File: src/rtl/serial_pattern_tx_if.sv
// rtl/serial_pattern_tx_if.sv - request/serial-output bundle for serial_pattern_tx
interface serial_pattern_tx_if #(
  parameter int W  = 8,
  parameter int LW = 4,
  parameter int RW = 4,
  parameter int GW = 4
);
  logic          start;
  logic [W-1:0]  pattern;
  logic [LW-1:0] len;
  logic [RW-1:0] repeat_n;
  logic [GW-1:0] gap;
  logic          abort;
  logic          out;
  logic          out_valid;
  logic          busy;
  logic          done;

  modport master (
    output start, pattern, len, repeat_n, gap, abort,
    input  out, out_valid, busy, done
  );

  modport slave (
    input  start, pattern, len, repeat_n, gap, abort,
    output out, out_valid, busy, done
  );
endinterface

File: src/rtl/serial_pattern_tx.sv
// rtl/serial_pattern_tx.sv - MSB-first serial pattern shifter with repeat and idle gap
module serial_pattern_tx #(
  parameter int   W        = 8,
  parameter int   LW       = 4,
  parameter int   RW       = 4,
  parameter int   GW       = 4,
  parameter logic IDLE_LVL = 1'b1
) (
  input logic               clk,
  input logic               rst,
  serial_pattern_tx_if.slave bus
);

  localparam int IW = (W > 1) ? $clog2(W) : 1;

  typedef enum logic [1:0] {IDLE, SHIFT, GAP, DONE} state_t;

  state_t        state_q, state_d;
  logic [W-1:0]  pat_q, pat_d;
  logic [LW-1:0] len_q, len_d;
  logic [RW-1:0] rep_q, rep_d;
  logic [GW-1:0] gap_cfg_q, gap_cfg_d;
  logic [GW-1:0] gap_cnt_q, gap_cnt_d;
  logic [IW-1:0] idx_q, idx_d;
  logic          out_q, out_d;
  logic          out_valid_q, out_valid_d;
  logic          busy_q, busy_d;
  logic          done_q, done_d;
  logic [LW-1:0] len_clamped;

  // State, counters and registered outputs; reset wins over everything
  always_ff @(posedge clk) begin
    if (rst) begin
      state_q     <= IDLE;
      pat_q       <= '0;
      len_q       <= '0;
      rep_q       <= '0;
      gap_cfg_q   <= '0;
      gap_cnt_q   <= '0;
      idx_q       <= '0;
      out_q       <= IDLE_LVL;
      out_valid_q <= 1'b0;
      busy_q      <= 1'b0;
      done_q      <= 1'b0;
    end else begin
      state_q     <= state_d;
      pat_q       <= pat_d;
      len_q       <= len_d;
      rep_q       <= rep_d;
      gap_cfg_q   <= gap_cfg_d;
      gap_cnt_q   <= gap_cnt_d;
      idx_q       <= idx_d;
      out_q       <= out_d;
      out_valid_q <= out_valid_d;
      busy_q      <= busy_d;
      done_q      <= done_d;
    end
  end

  // Out-of-range lengths fall back to the full pattern width
  always_comb begin
    len_clamped = bus.len;
    if ((bus.len == '0) || (int'(bus.len) > W)) len_clamped = LW'(W);
  end

  // Next state: capture on start, walk bits down, count repetitions and gap cycles
  always_comb begin
    state_d   = state_q;
    pat_d     = pat_q;
    len_d     = len_q;
    rep_d     = rep_q;
    gap_cfg_d = gap_cfg_q;
    gap_cnt_d = gap_cnt_q;
    idx_d     = idx_q;
    unique case (state_q)
      IDLE: begin
        if (bus.start) begin
          pat_d     = bus.pattern;
          len_d     = len_clamped;
          rep_d     = (bus.repeat_n == '0) ? RW'(1) : bus.repeat_n;
          gap_cfg_d = bus.gap;
          gap_cnt_d = '0;
          idx_d     = IW'(len_clamped - LW'(1));
          state_d   = SHIFT;
        end
      end
      SHIFT: begin
        if (bus.abort) begin
          state_d = IDLE;
        end else if (idx_q == '0) begin
          if (rep_q > RW'(1)) begin
            rep_d = rep_q - RW'(1);
            if (gap_cfg_q != '0) begin
              gap_cnt_d = gap_cfg_q;
              state_d   = GAP;
            end else begin
              idx_d = IW'(len_q - LW'(1));
            end
          end else begin
            rep_d   = '0;
            state_d = DONE;
          end
        end else begin
          idx_d = idx_q - IW'(1);
        end
      end
      GAP: begin
        if (bus.abort) begin
          state_d = IDLE;
        end else if (gap_cnt_q <= GW'(1)) begin
          gap_cnt_d = '0;
          idx_d     = IW'(len_q - LW'(1));
          state_d   = SHIFT;
        end else begin
          gap_cnt_d = gap_cnt_q - GW'(1);
        end
      end
      DONE: begin
        state_d = IDLE;
      end
      default: state_d = IDLE;
    endcase
  end

  // Outputs are decoded from the next state so they appear registered with the state
  always_comb begin
    out_d       = IDLE_LVL;
    out_valid_d = 1'b0;
    busy_d      = 1'b0;
    done_d      = 1'b0;
    unique case (state_d)
      SHIFT: begin
        out_d       = pat_d[idx_d];
        out_valid_d = 1'b1;
        busy_d      = 1'b1;
      end
      GAP:     busy_d = 1'b1;
      DONE:    done_d = 1'b1;
      default: ;
    endcase
  end

  assign bus.out       = out_q;
  assign bus.out_valid = out_valid_q;
  assign bus.busy      = busy_q;
  assign bus.done      = done_q;

endmodule

File: src/flat_wrapper.sv
// flat-port wrapper written by rule: the top's interface ports become plain ports
module serial_pattern_tx_flat 
#(
  parameter int   W        = 8,
  parameter int   LW       = 4,
  parameter int   RW       = 4,
  parameter int   GW       = 4,
  parameter logic IDLE_LVL = 1'b1
)
  (clk, rst, bus_start, bus_pattern, bus_len, bus_repeat_n, bus_gap, bus_abort, bus_out, bus_out_valid, bus_busy, bus_done);
  serial_pattern_tx_if #(.W(W), .LW(LW), .RW(RW), .GW(GW)) bus_i ();
  input logic clk;
  input logic rst;
  input wire logic [$bits(bus_i.start)-1:0] bus_start;
  input wire logic [$bits(bus_i.pattern)-1:0] bus_pattern;
  input wire logic [$bits(bus_i.len)-1:0] bus_len;
  input wire logic [$bits(bus_i.repeat_n)-1:0] bus_repeat_n;
  input wire logic [$bits(bus_i.gap)-1:0] bus_gap;
  input wire logic [$bits(bus_i.abort)-1:0] bus_abort;
  output wire logic [$bits(bus_i.out)-1:0] bus_out;
  output wire logic [$bits(bus_i.out_valid)-1:0] bus_out_valid;
  output wire logic [$bits(bus_i.busy)-1:0] bus_busy;
  output wire logic [$bits(bus_i.done)-1:0] bus_done;
  assign bus_i.start = bus_start;
  assign bus_i.pattern = bus_pattern;
  assign bus_i.len = bus_len;
  assign bus_i.repeat_n = bus_repeat_n;
  assign bus_i.gap = bus_gap;
  assign bus_i.abort = bus_abort;
  assign bus_out = bus_i.out;
  assign bus_out_valid = bus_i.out_valid;
  assign bus_busy = bus_i.busy;
  assign bus_done = bus_i.done;
  serial_pattern_tx #(.W(W), .LW(LW), .RW(RW), .GW(GW), .IDLE_LVL(IDLE_LVL)) u_core (.clk(clk), .rst(rst), .bus(bus_i));
endmodule
File: config.mk
export PLATFORM = sky130hd
export DESIGN_NAME = serial_pattern_tx_flat
export DESIGN_NICKNAME = d
export VERILOG_FILES = /design/src/rtl/serial_pattern_tx_if.sv /design/src/rtl/serial_pattern_tx.sv /design/src/flat_wrapper.sv
export SDC_FILE = /design/constraint.sdc
export NUM_CORES = 1
export LEC_CHECK = 0
export ABC_CLOCK_PERIOD_IN_PS = 6750
export CAP_MARGIN = 20
export CORE_ASPECT_RATIO = 1.4
export CORE_UTILIZATION = 58
export DETAILED_ROUTE_END_ITERATION = 10
export PLACE_DENSITY = 0.85
export SYNTH_ARGS = -nofsm -noshare
export SYNTH_HDL_FRONTEND = slang
export SYNTH_SLANG_ARGS = --single-unit
File: constraint.sdc
create_clock -name clk -period 6.75 [get_ports clk]
set_input_delay 1.6875 -clock clk [delete_from_list [all_inputs] [get_ports clk]]
set_output_delay 1.6875 -clock clk [all_outputs]
set_load 0.01 [all_outputs]
* Yosys cells after proc, flatten, opt, wreduce, memory -nomap -nowiden
Index checks and enable logic that the tools add are counted.
** Storage, ports and cells
- Flip-flop bits (word level) :: 32
- Bits of input ports :: 24
- Output and inout bits :: 4
- Logic and storage cells :: 84
** Operators by class
- $add $sub $neg :: 5
- $lt $le $gt $ge :: 4
- Equal/unequal tests :: 12
- Muxes and demuxes :: 38
- Bitwise logic cells :: 1
- Reductions and logical operators :: 13
** Operators by type and width (count)
- 2-to-1 mux 4 bit :: 12
- 2-to-1 mux 3 bit :: 8
- 2-to-1 mux 8 bit :: 2
- 2-to-1 mux 2 bit :: 7
- one-hot mux 4 bit (3 select lines) :: 1
- one-hot mux 3 bit (3 select lines) :: 1
- subtractor 3 x 1 -> 3 bit (second input constant) :: 3
- equality test 2 bit (second input constant) :: 4
- logical NOT 4 bit :: 2
- one-hot mux 2 bit (4 select lines) :: 1
- one-hot mux 4 bit (2 select lines) :: 1
- subtractor 4 x 1 -> 4 bit (second input constant) :: 2
- AND reduction 7 bit :: 1
- inequality test 2 x 1 -> 1 bit (second input constant) :: 3
- inequality test 2 bit (second input constant) :: 3
- equality test 2 x 1 -> 1 bit (second input constant) :: 2
- greater-than comparator 4 x 1 -> 1 bit (second input constant) :: 1
- greater-than comparator 4 bit (second input constant) :: 1
- <= comparator 4 x 1 -> 1 bit (second input constant) :: 1
- < comparator 3 x 4 -> 1 bit (second input constant) :: 1
- 2-to-1 mux 1 bit :: 4
- AND reduction 4 bit :: 1
- nonzero test 4 bit :: 1
- OR reduction 2 bit :: 2
- 8 further kinds :: 8

* Depth between registers and ports, before layout
Gate-level depths: netlist of the first run.
- Depth in word-level cells :: 9
- Gate-level depth with buffers :: 12
- Depth with buffers taken out :: 11

* Least setup slack after synthesis of the first run
No wires, ideal clock.
- Kind :: in2reg
- Start :: input port bus_len[3]
- End :: register u_core.out_q (netlist: u_core.bus.out)
- Setup time :: 0.128 ns
- Arrival :: 3.052 ns
- Data required time :: 6.622 ns
- Setup slack :: 3.571 ns
- Stages :: 8
- Path buffers :: 0
- Cell sequence :: nand2b_1 > ha_1 > xnor2_1 > nor3_1 > or3_1 > and3_1 > a22oi_2 > nand4_1
** Between the ends
- Longest elaborated chain between the ends :: 8
- Elaborated cells on any way between the ends :: 9
- Classes of those cells :: 1 x add/sub; 1 x order compare; 5 x mux; 2 x reduce/logical
** Ends and longest elaborated chain
- from (decl) :: RTL line flat_wrapper.sv:16 : input wire logic [$bits(bus_i.len)-1:0] bus_len;
- greater-than comparator 4 bit or logical NOT 4 bit (tied branches) :: RTL line serial_pattern_tx.sv:63 : if ((bus.len == '0) || (int'(bus.len) > W)) len_clamped = LW'(W);
- logical OR 1 bit (*) :: RTL line serial_pattern_tx.sv:63
- 2-to-1 mux 3 bit (*) :: RTL line serial_pattern_tx.sv:63
- subtractor 3 x 1 -> 3 bit (*) :: RTL line serial_pattern_tx.sv:83 : idx_d = IW'(len_clamped - LW'(1));
- 2-to-1 mux 3 bit (*) :: RTL line serial_pattern_tx.sv:77 : if (bus.start) begin
- one-hot mux 3 bit (3 select lines) (*) :: RTL line serial_pattern_tx.sv:75 : unique case (state_q)
- binary-select mux 1 bit (select 3 bit) (*) :: RTL line serial_pattern_tx.sv:133 : out_d = pat_d[idx_d];
- 2-to-1 mux 1 bit (implied by the code) (*) :: RTL line serial_pattern_tx.sv:133
- to (signal assigned) :: RTL line serial_pattern_tx.sv:53 : out_q <= out_d;
- to (decl) :: RTL line serial_pattern_tx.sv:25 : logic out_q, out_d;
Every way passes the cells marked *; elsewhere a longest branch is shown, timed or not. The select of a mux whose other input is x is not followed.
A chain may end at the register's enable or synchronous reset.

* Worst setup path in the final report of the first run
- Start :: input port bus_abort
- End :: register u_core.out_q (netlist: u_core.bus.out)
** Between the ends
- Longest elaborated chain between the ends :: 5
- Elaborated cells on any way between the ends :: 11
- Classes of those cells :: 1 x eq/ne; 8 x mux; 1 x bitwise; 1 x reduce/logical
** Ends and longest elaborated chain
- from (decl) :: RTL line flat_wrapper.sv:19 : input wire logic [$bits(bus_i.abort)-1:0] bus_abort;
- parallel branches: the longest is 5 deep, another holds 2-to-1 mux 3 bit
Parallel ways; which one is timed is not known. The select of a mux whose other input is x is not followed.

==> results of run 1 <==
logic make-up (layout without fill, tap and decap cells):
family / Yosys count / count (layout)
DFF: 32 / 32
xor gates and xnor gates: 5 / 5
AOI/OAI and AO/OA: 67 / 67
buffers and inverters: 26 / 50
adders and majority gates: 14 / 14
muxes: 4 / 4
and+or+nand+nor: 98 / 98
stage by stage:
stage	setup slack, ns	utilization	cells	instance area [um^2]
2_1_floorplan	3.57	-	246	1980
3_3_place_gp	2.76	0.709	300	2260
3_5_place_dp	2.69	0.709	300	2260
4_1_cts	3.00	0.744	308	2370
5_1_grt	2.82	0.748	309	2380
6_report	2.99	0.748	309	2380
cell usage after synthesis, types with 2 or more instances:
| library cell | n |
|---|---|
| a41oi_1 | 2 |
| nand2_1 | 34 |
| o2111ai_1 | 3 |
| inv_1 | 14 |
| a211oi_1 | 2 |
| a2111oi_2 | 2 |
| ha_1 | 14 |
| and2_1 | 2 |
| a21oi_1 | 25 |
| o21ai_0 | 15 |
| clkbuf_1 | 11 |
| nand2b_1 | 9 |
| a22oi_1 | 3 |
| o211a_1 | 2 |
| mux4_1 | 2 |
| or2_1 | 2 |
| nor2b_1 | 8 |
| xnor2_1 | 5 |
| or3_1 | 2 |
| nor2_1 | 18 |
| nor3_1 | 9 |
| dfxtp_1 | 32 |
| nand3_1 | 5 |
power by group through the flow:
| stage | sequential [W] | clock (W) | combinational (W) |
|---|---|---|---|
| finish | 0.000214 | 0.000187 | 0.000142 |
| global route | 0.000216 | 0.000195 | 0.000157 |
| CTS | 0.000214 | 0.000189 | 0.000140 |
| detailed placement | 0.000218 | 0 | 0.000138 |
| global placement | 0.000218 | 0 | 0.000134 |
| floorplan | 0.000216 | 0 | 0.0000996 |
worst register-to-register path: cells and delay by family (launching register included):
family / cells / cell delay (ns)
AO/OA/AOI/OAI: 2 / 0.46
adder cells (fa/ha/maj): 2 / 0.46
buffers and inverters: 1 / 0.07
flip-flops: 1 / 0.41
AND/OR/NAND/NOR: 6 / 1.09
per-layer routing:
layer / share of wire / global-route usage / wire [um] / vias up
li1: - / - / - / 916
met1: 0.40 / 0.300 / 1900 / 890
met2: 0.53 / 0.498 / 2480 / 54
met3: 0.044 / 0.0602 / 208 / 15
met4: 0.024 / 0.135 / 114 / 0
met5: 0 / 0 / 0 / -
area by class of cell:
type	count	area, um^2	area share
timing repair buffer	28	285	0.120
sequential	32	641	0.269
multi-input combinational	188	1240	0.522
clock buffer	5	68.8	0.0289
tap	39	48.8	0.0205
inverter	14	52.6	0.0221
clock inverter	3	42.5	0.0179
flip-flops by register name (all words and copies together), names as in the netlist:
name,cells
u_core.rep_q,4
u_core.bus.busy,1
u_core.gap_cfg_q,4
u_core.bus.done,1
u_core.len_q,3
u_core.idx_q,3
u_core.pat_q,8
u_core.state_q,2
u_core.gap_cnt_q,4
u_core.bus.out,1
u_core.bus.out_valid,1
worst max path at each step:
stage	endpoint	slack, ns	start
floorplan	u_core.bus.out	3.57	bus_len[3]
detailed placement	u_core.bus.out	2.69	bus_abort
global route	u_core.bus.out	2.82	bus_start
finish	u_core.bus.out	2.99	bus_abort
global placement	u_core.bus.out	2.76	bus_abort
CTS	u_core.bus.out	3.00	bus_abort
==> flow_summary_export.csv, run 1 <==
group,metric,value,unit
outcome,status,"finished, final reports clean",
synthesis,mappedNetlistNets,284,
power,power.combinational.fraction,0.261,
finish,area_growth,20.1,%
critical_path,reg2reg_slack,4.15,ns
synthesis,synth_compound_gate_area_share,0.224,
timing,slew_headroom,0.512,
finish,n_antenna_cell,0,
grt,globalRoute.totalOverflow,0,
critical_path,critPathKind,"in -> reg",
critical_path,critical-path-top-delay-family,"simple AND/OR/NAND/NOR gates",
power,p_leak,0.898,nW
timing,timing.final.crit_share,0.557,
power,power.switching_fraction,0.307,
critical_path,critPathLaunchType,"input pin",
floorplan,design.die.area,3660,um^2
grt,pin_count_of_the_biggest_net_entering_global_routing,32,
grt,antenna_found_initial,0,
critical_path,end_kind,"flop",
critical_path,cp_max_fanout,15,
timing,final-hold-violation-count,0,
synthesis,post_synth_xor_area_fraction,0.0221,
routing,vias_per_cell,6.07,
grt,wire_length_of_the_first_global_routing_pass,7.77,mm
synthesis,netlist_instances,246,
cts,root_buffer,"clkbuf_8",
synthesis,synth.area.mux_share,0.0435,
cts,cts.repair.resized,0,
finish,final_nets,307,
critical_path,cp_cell_sequence,"clkdlybuf4s50_1, or3_1, o32a_1, nand4_2, mux4_1, a22oi_2, nand4_1",
synthesis,synthAdderAreaFrac,0.0883,
critical_path,timing.critical_path.buf_inv,1,
grt,grt_pass1_vias,1833,
synthesis,synth_top_family_by_area,"simple AND/OR/NAND/NOR gates",
routing,dr_total_vias,1875,
flow_run,timing.max_cap.violations,0,
cts,worst_skew_pair.late_latency,0.29,ns
timing,setup_repair_after_global_routing_missed_its_margin,"no",
power,seqPwrFrac,0.394,
synthesis,postSynth.asyncResetShare,0,
floorplan,chipHeight,71.2,um
cts,clk_pin_slew_worst_paths,0.07,ns
power,p_clk_frac,0.345,
critical_path,cp.required,6.92,ns
min_path,hold_path.startpoint,"u_core.pat_q[5]",
cts,tritoncts,"yes",
cts,h_tree_depth,2,
power,power.internal,0.000376,W
min_path,timing.hold.worst_path_depth,2,
synthesis,post_synth_instance_area,1980,um^2
timing,worst_clock_skew,0.00658,ns
cts,cts_buffers,5,
synthesis,ys.flop_type,"dfxtp_1",
critical_path,rr_endpoint,"u_core.bus.out",
critical_path,worstRegToRegCells,11,
synthesis,synth_top_area_share,0.323,
cts,cts_num_sinks,32,
finish,final_layout_size_suffix_gt1_frac,0.0630,
floorplan,start_util,0.623,
floorplan,ios,28,
timing,finalSetupViolations,0,
power,power,0.000543,W
finish,n_fill_cell,254,
floorplan,core-area,3180,um^2
min_path,worst_hold_path.endpoint,"u_core.pat_q[5]",
routing,route.detailed.wl_per_inst,15.2,um
finish,layout_common_cells,"nand2_1 (34), dfxtp_1 (32), clkdlybuf4s50_1 (27)",
cts,post_cts_setup_bufs,0,
power,power.ir.vdd_worst,0.000200,V
synthesis,avgSynthCellArea,8.06,um^2
critical_path,slowest_stage,"clkdlybuf4s50_1",
cts,postCtsHoldBufs,0,
grt,grt_util_all_layers,0.279,
routing,routed_wirelength,4.70,mm
floorplan,die_width,51.4,um
timing,period_minus_slack,3.76,ns
routing,detailedRoute.firstPassIterationCount,4,
timing,worstMarginPinSlew,0.730,ns
placed_design,post-dp-hpwl,3.24,mm
critical_path,maximum_single_stage_delay_on_the_critical_path,0.69,ns
synthesis,yosys_warnings,0,
synthesis,synthTopCellsByArea,"dfxtp_1 (32%), ha_1 (8.8%), nand2_1 (6.4%)",
synthesis,ys_ff_latch,32,
power,total_switching_power,0.000167,W
floorplan,num_rows,24,
routing,drt_iter0_drc,60,
synthesis,yosys.area_share.simple,0.249,
finish,layout.cells.most_common,"nand2_1",
routing,drt_drc_violations_left,0,
critical_path,crit_arrival,3.93,ns
placed_design,routabilityCongestion,0.835,
min_path,worst_hold_path_type,"reg -> reg",
timing,maxClockFrequency,266,MHz
power,power_density,228,nW/um^2
synthesis,synth_enable_flop_cells,0,
timing,final-max-slew-violation-count,0,
synthesis,synth_seq_area_share,0.323,
cts,cts_buffer_depth,2,
synthesis,synthDistinctLibCells,48,
critical_path,crit_cells,7,
critical_path,r2r-start,"u_core.rep_q[0]",
routing,drt.antenna.violating_nets,0,
synthesis,netlist.top_cell.by_area,"dfxtp_1",
placed_design,buffer_ports.inserted,27,
timing,final_tns_setup,0,ns
timing,final.hold.worst_slack,0.459,ns
(Power assumes the default switching activity.)
==> run 2: changes to the inputs <==
--- a/config.mk
+++ b/config.mk
@@ -5,12 +5,12 @@
 export SDC_FILE = /design/constraint.sdc
 export NUM_CORES = 1
 export LEC_CHECK = 0
-export ABC_CLOCK_PERIOD_IN_PS = 6750
+export ABC_CLOCK_PERIOD_IN_PS = 3500
 export CAP_MARGIN = 20
 export CORE_ASPECT_RATIO = 1.4
-export CORE_UTILIZATION = 58
+export CORE_UTILIZATION = 54
 export DETAILED_ROUTE_END_ITERATION = 10
-export PLACE_DENSITY = 0.85
+export PLACE_DENSITY = 0.8
 export SYNTH_ARGS = -nofsm -noshare
 export SYNTH_HDL_FRONTEND = slang
 export SYNTH_SLANG_ARGS = --single-unit
==> constraint.sdc (replaced) <==
create_clock -name clk -period 3.5 [get_ports clk]
set_input_delay 0.875 -clock clk [delete_from_list [all_inputs] [get_ports clk]]
set_output_delay 0.875 -clock clk [all_outputs]
set_load 0.01 [all_outputs]
==> run 2 against run 1 <==
Critical path depth increased by 2. Combinational power rose by 96%. Sequential power is 93% higher. Cell count up 1.6%. Sequential cell count is the same. Register-to-register slack lost 3.2 ns. Via count shrank 0.96%. Hold slack better by 0.0017 ns. Cell area unchanged. First-iteration DRC count is 3.3% lower. Largest cell class unchanged.
==> flow_summary_export.csv, run 2 (synthesis gave the netlist of run 1 again) <==
group,metric,value,unit
routing,drt_drc_violations_left,0,
critical_path,maximum_single_stage_delay_on_the_critical_path,0.55,ns
floorplan,die_width,53.2,um
finish,layout.cells.most_common,"nand2_1",
timing,timing.final.crit_share,0.776,
finish,area_growth,20.1,%
timing,final_tns_setup,0,ns
timing,maxClockFrequency,368,MHz
finish,final_layout_size_suffix_gt1_frac,0.0766,
timing,finalSetupViolations,0,
power,p_clk_frac,0.288,
critical_path,critPathKind,"in -> reg",
finish,layout.cell_area.non_filler,2380,um^2
finish,sequential_cell_area,641,um^2
critical_path,end_kind,"flop",
critical_path,rr_endpoint,"u_core.bus.out",
routing,drt-met1-wl,1.83,mm
flow_run,timing.max_cap.violations,0,
cts,tritoncts,"yes",
routing,drt_iter0_drc,58,
critical_path,crit_arrival,2.88,ns
finish,largest_register_ffs,8,
grt,pin_count_of_the_biggest_net_entering_global_routing,21,
power,power_density,407,nW/um^2
timing,worst_clock_skew,0.00665,ns
cts,h_tree_depth,2,
grt,wire_length_of_the_first_global_routing_pass,7.33,mm
finish,n_antenna_cell,0,
finish,multiInputGateArea,1240,um^2
critical_path,reg2reg_slack,0.97,ns
routing,detailedRoute.firstPassIterationCount,4,
cts,cts_num_sinks,32,
timing,slew_headroom,0.498,
routing,highest-signal-layer,"met4",
cts,post_cts_setup_bufs,0,
power,power.switching_fraction,0.321,
power,seqPwrFrac,0.425,
placed_design,buffer_ports.inserted,27,
cts,cts_buffers,5,
cts,cts_buffer_depth,2,
placed_design,placement.cell_area,2290,um^2
critical_path,cp_max_fanout,12,
finish,layout_common_cells,"nand2_1 (34), dfxtp_1 (32), clkdlybuf4s50_1 (27)",
routing,drt.antenna.violating_nets,0,
min_path,hold_path.startpoint,"u_core.pat_q[5]",
timing,setup_repair_after_global_routing_missed_its_margin,"no",
cts,root_buffer,"clkbuf_8",
finish,final_nets,311,
critical_path,worstRegToRegCells,8,
finish,n_fill_cell,301,
timing,period_minus_slack,2.72,ns
timing,final-hold-violation-count,0,
routing,dr_total_vias,1857,
critical_path,critPathLaunchType,"input pin",
power,p_leak,0.908,nW
cts,postCtsHoldBufs,0,
cts,clk_pin_slew_worst_paths,0.07,ns
routing,met2_length,2.28,mm
power,power.ir.vdd_worst,0.000386,V
floorplan,start_util,0.576,
routing,met3_wirelength,234,um
power,total_switching_power,0.000311,W
power,power.combinational.fraction,0.287,
finish,largest_register,"u_core.pat_q",
grt,grt_util_all_layers,0.254,
cts,cts.repair.resized,0,
floorplan,design.die.area,3920,um^2
floorplan,chipHeight,73.7,um
timing,final.hold.worst_slack,0.461,ns
timing,final-max-slew-violation-count,0,
critical_path,cp.required,3.66,ns
routing,vias_per_cell,5.91,
placed_design,routabilityCongestion,0.851,
routing,routed_wirelength,4.44,mm
timing,worstMarginPinSlew,0.752,ns
min_path,worst_hold_path.endpoint,"u_core.pat_q[5]",
critical_path,r2r-start,"u_core.state_q[1]",
floorplan,num_rows,25,
placed_design,post-dp-hpwl,3.24,mm
min_path,worst_hold_path_type,"reg -> reg",
outcome,status,"finished, final reports clean",
finish,fin_util,0.692,
critical_path,cp_cell_sequence,"clkdlybuf4s50_1, buf_4, nor4b_1, a21oi_1, a41oi_1, or3_1, and3_1, a22oi_2, nand4_1",
routing,route.detailed.wl_per_inst,14.2,um
floorplan,ios,28,
grt,grt_pass1_vias,1698,
critical_path,slowest_stage,"clkdlybuf4s50_1",
grt,globalRoute.totalOverflow,0,
min_path,timing.hold.worst_path_depth,2,
cts,worst_skew_pair.late_latency,0.29,ns
floorplan,core-area,3440,um^2
power,power.internal,0.000658,W
grt,antenna_found_initial,0,
==> run 2: through the flow <==
step | power, W | cells | setup slack, ns
finish | 0.000969 | 314 | 0.784
floorplan | 0.000609 | 246 | 1.13
detailed placement | 0.000692 | 306 | 0.519
global placement | 0.000687 | 306 | 0.588
CTS | 0.000972 | 314 | 0.842
global route | 0.00102 | 314 | 0.663
==> run 2: cell type report <==
class | instances | share of cell area
Clock buffer | 5 | 0.0289
Clock inverter | 3 | 0.00788
Inverter | 14 | 0.0221
Multi-Input combinational cell | 188 | 0.522
Sequential cell | 32 | 0.269
Tap cell | 40 | 0.0210
Timing Repair Buffer | 32 | 0.129
==> run 2: worst max path at each step <==
stage                           from  cells after the start        endpoint  slack, ns
final                      bus_abort                      9  u_core.bus.out       0.78
after global routing       bus_abort                      9  u_core.bus.out       0.66
after CTS                  bus_abort                      8  u_core.bus.out       0.84
after detailed placement   bus_abort                      8  u_core.bus.out       0.52
after global placement     bus_abort                      8  u_core.bus.out       0.59
after floorplan           bus_len[3]                      8  u_core.bus.out       1.13
==> run 2: critical path, delay by kind of cell <==
kind                   cells  cell delay [ns]
AOI/OAI and AO/OA          3             0.46
buffers and inverters      2             0.76
and+or+nand+nor            4             0.77
==> run 2: metal layers <==
layer / global-route usage / up-vias
li1: - / 923
met1: 0.274 / 866
met2: 0.444 / 55
met3: 0.0683 / 13
met4: 0.117 / 0
met5: 0 / -
==> run 2: power groups by stage <==
| stage | Combinational (W) | Sequential, W | Clock (W) |
|---|---|---|---|
| global placement | 0.000268 | 0.000419 | 0 |
| floorplan | 0.000192 | 0.000417 | 0 |
| CTS | 0.000277 | 0.000411 | 0.000284 |
| detailed placement | 0.000273 | 0.000419 | 0 |
| finish | 0.000278 | 0.000412 | 0.000279 |
| global route | 0.000308 | 0.000415 | 0.000302 |
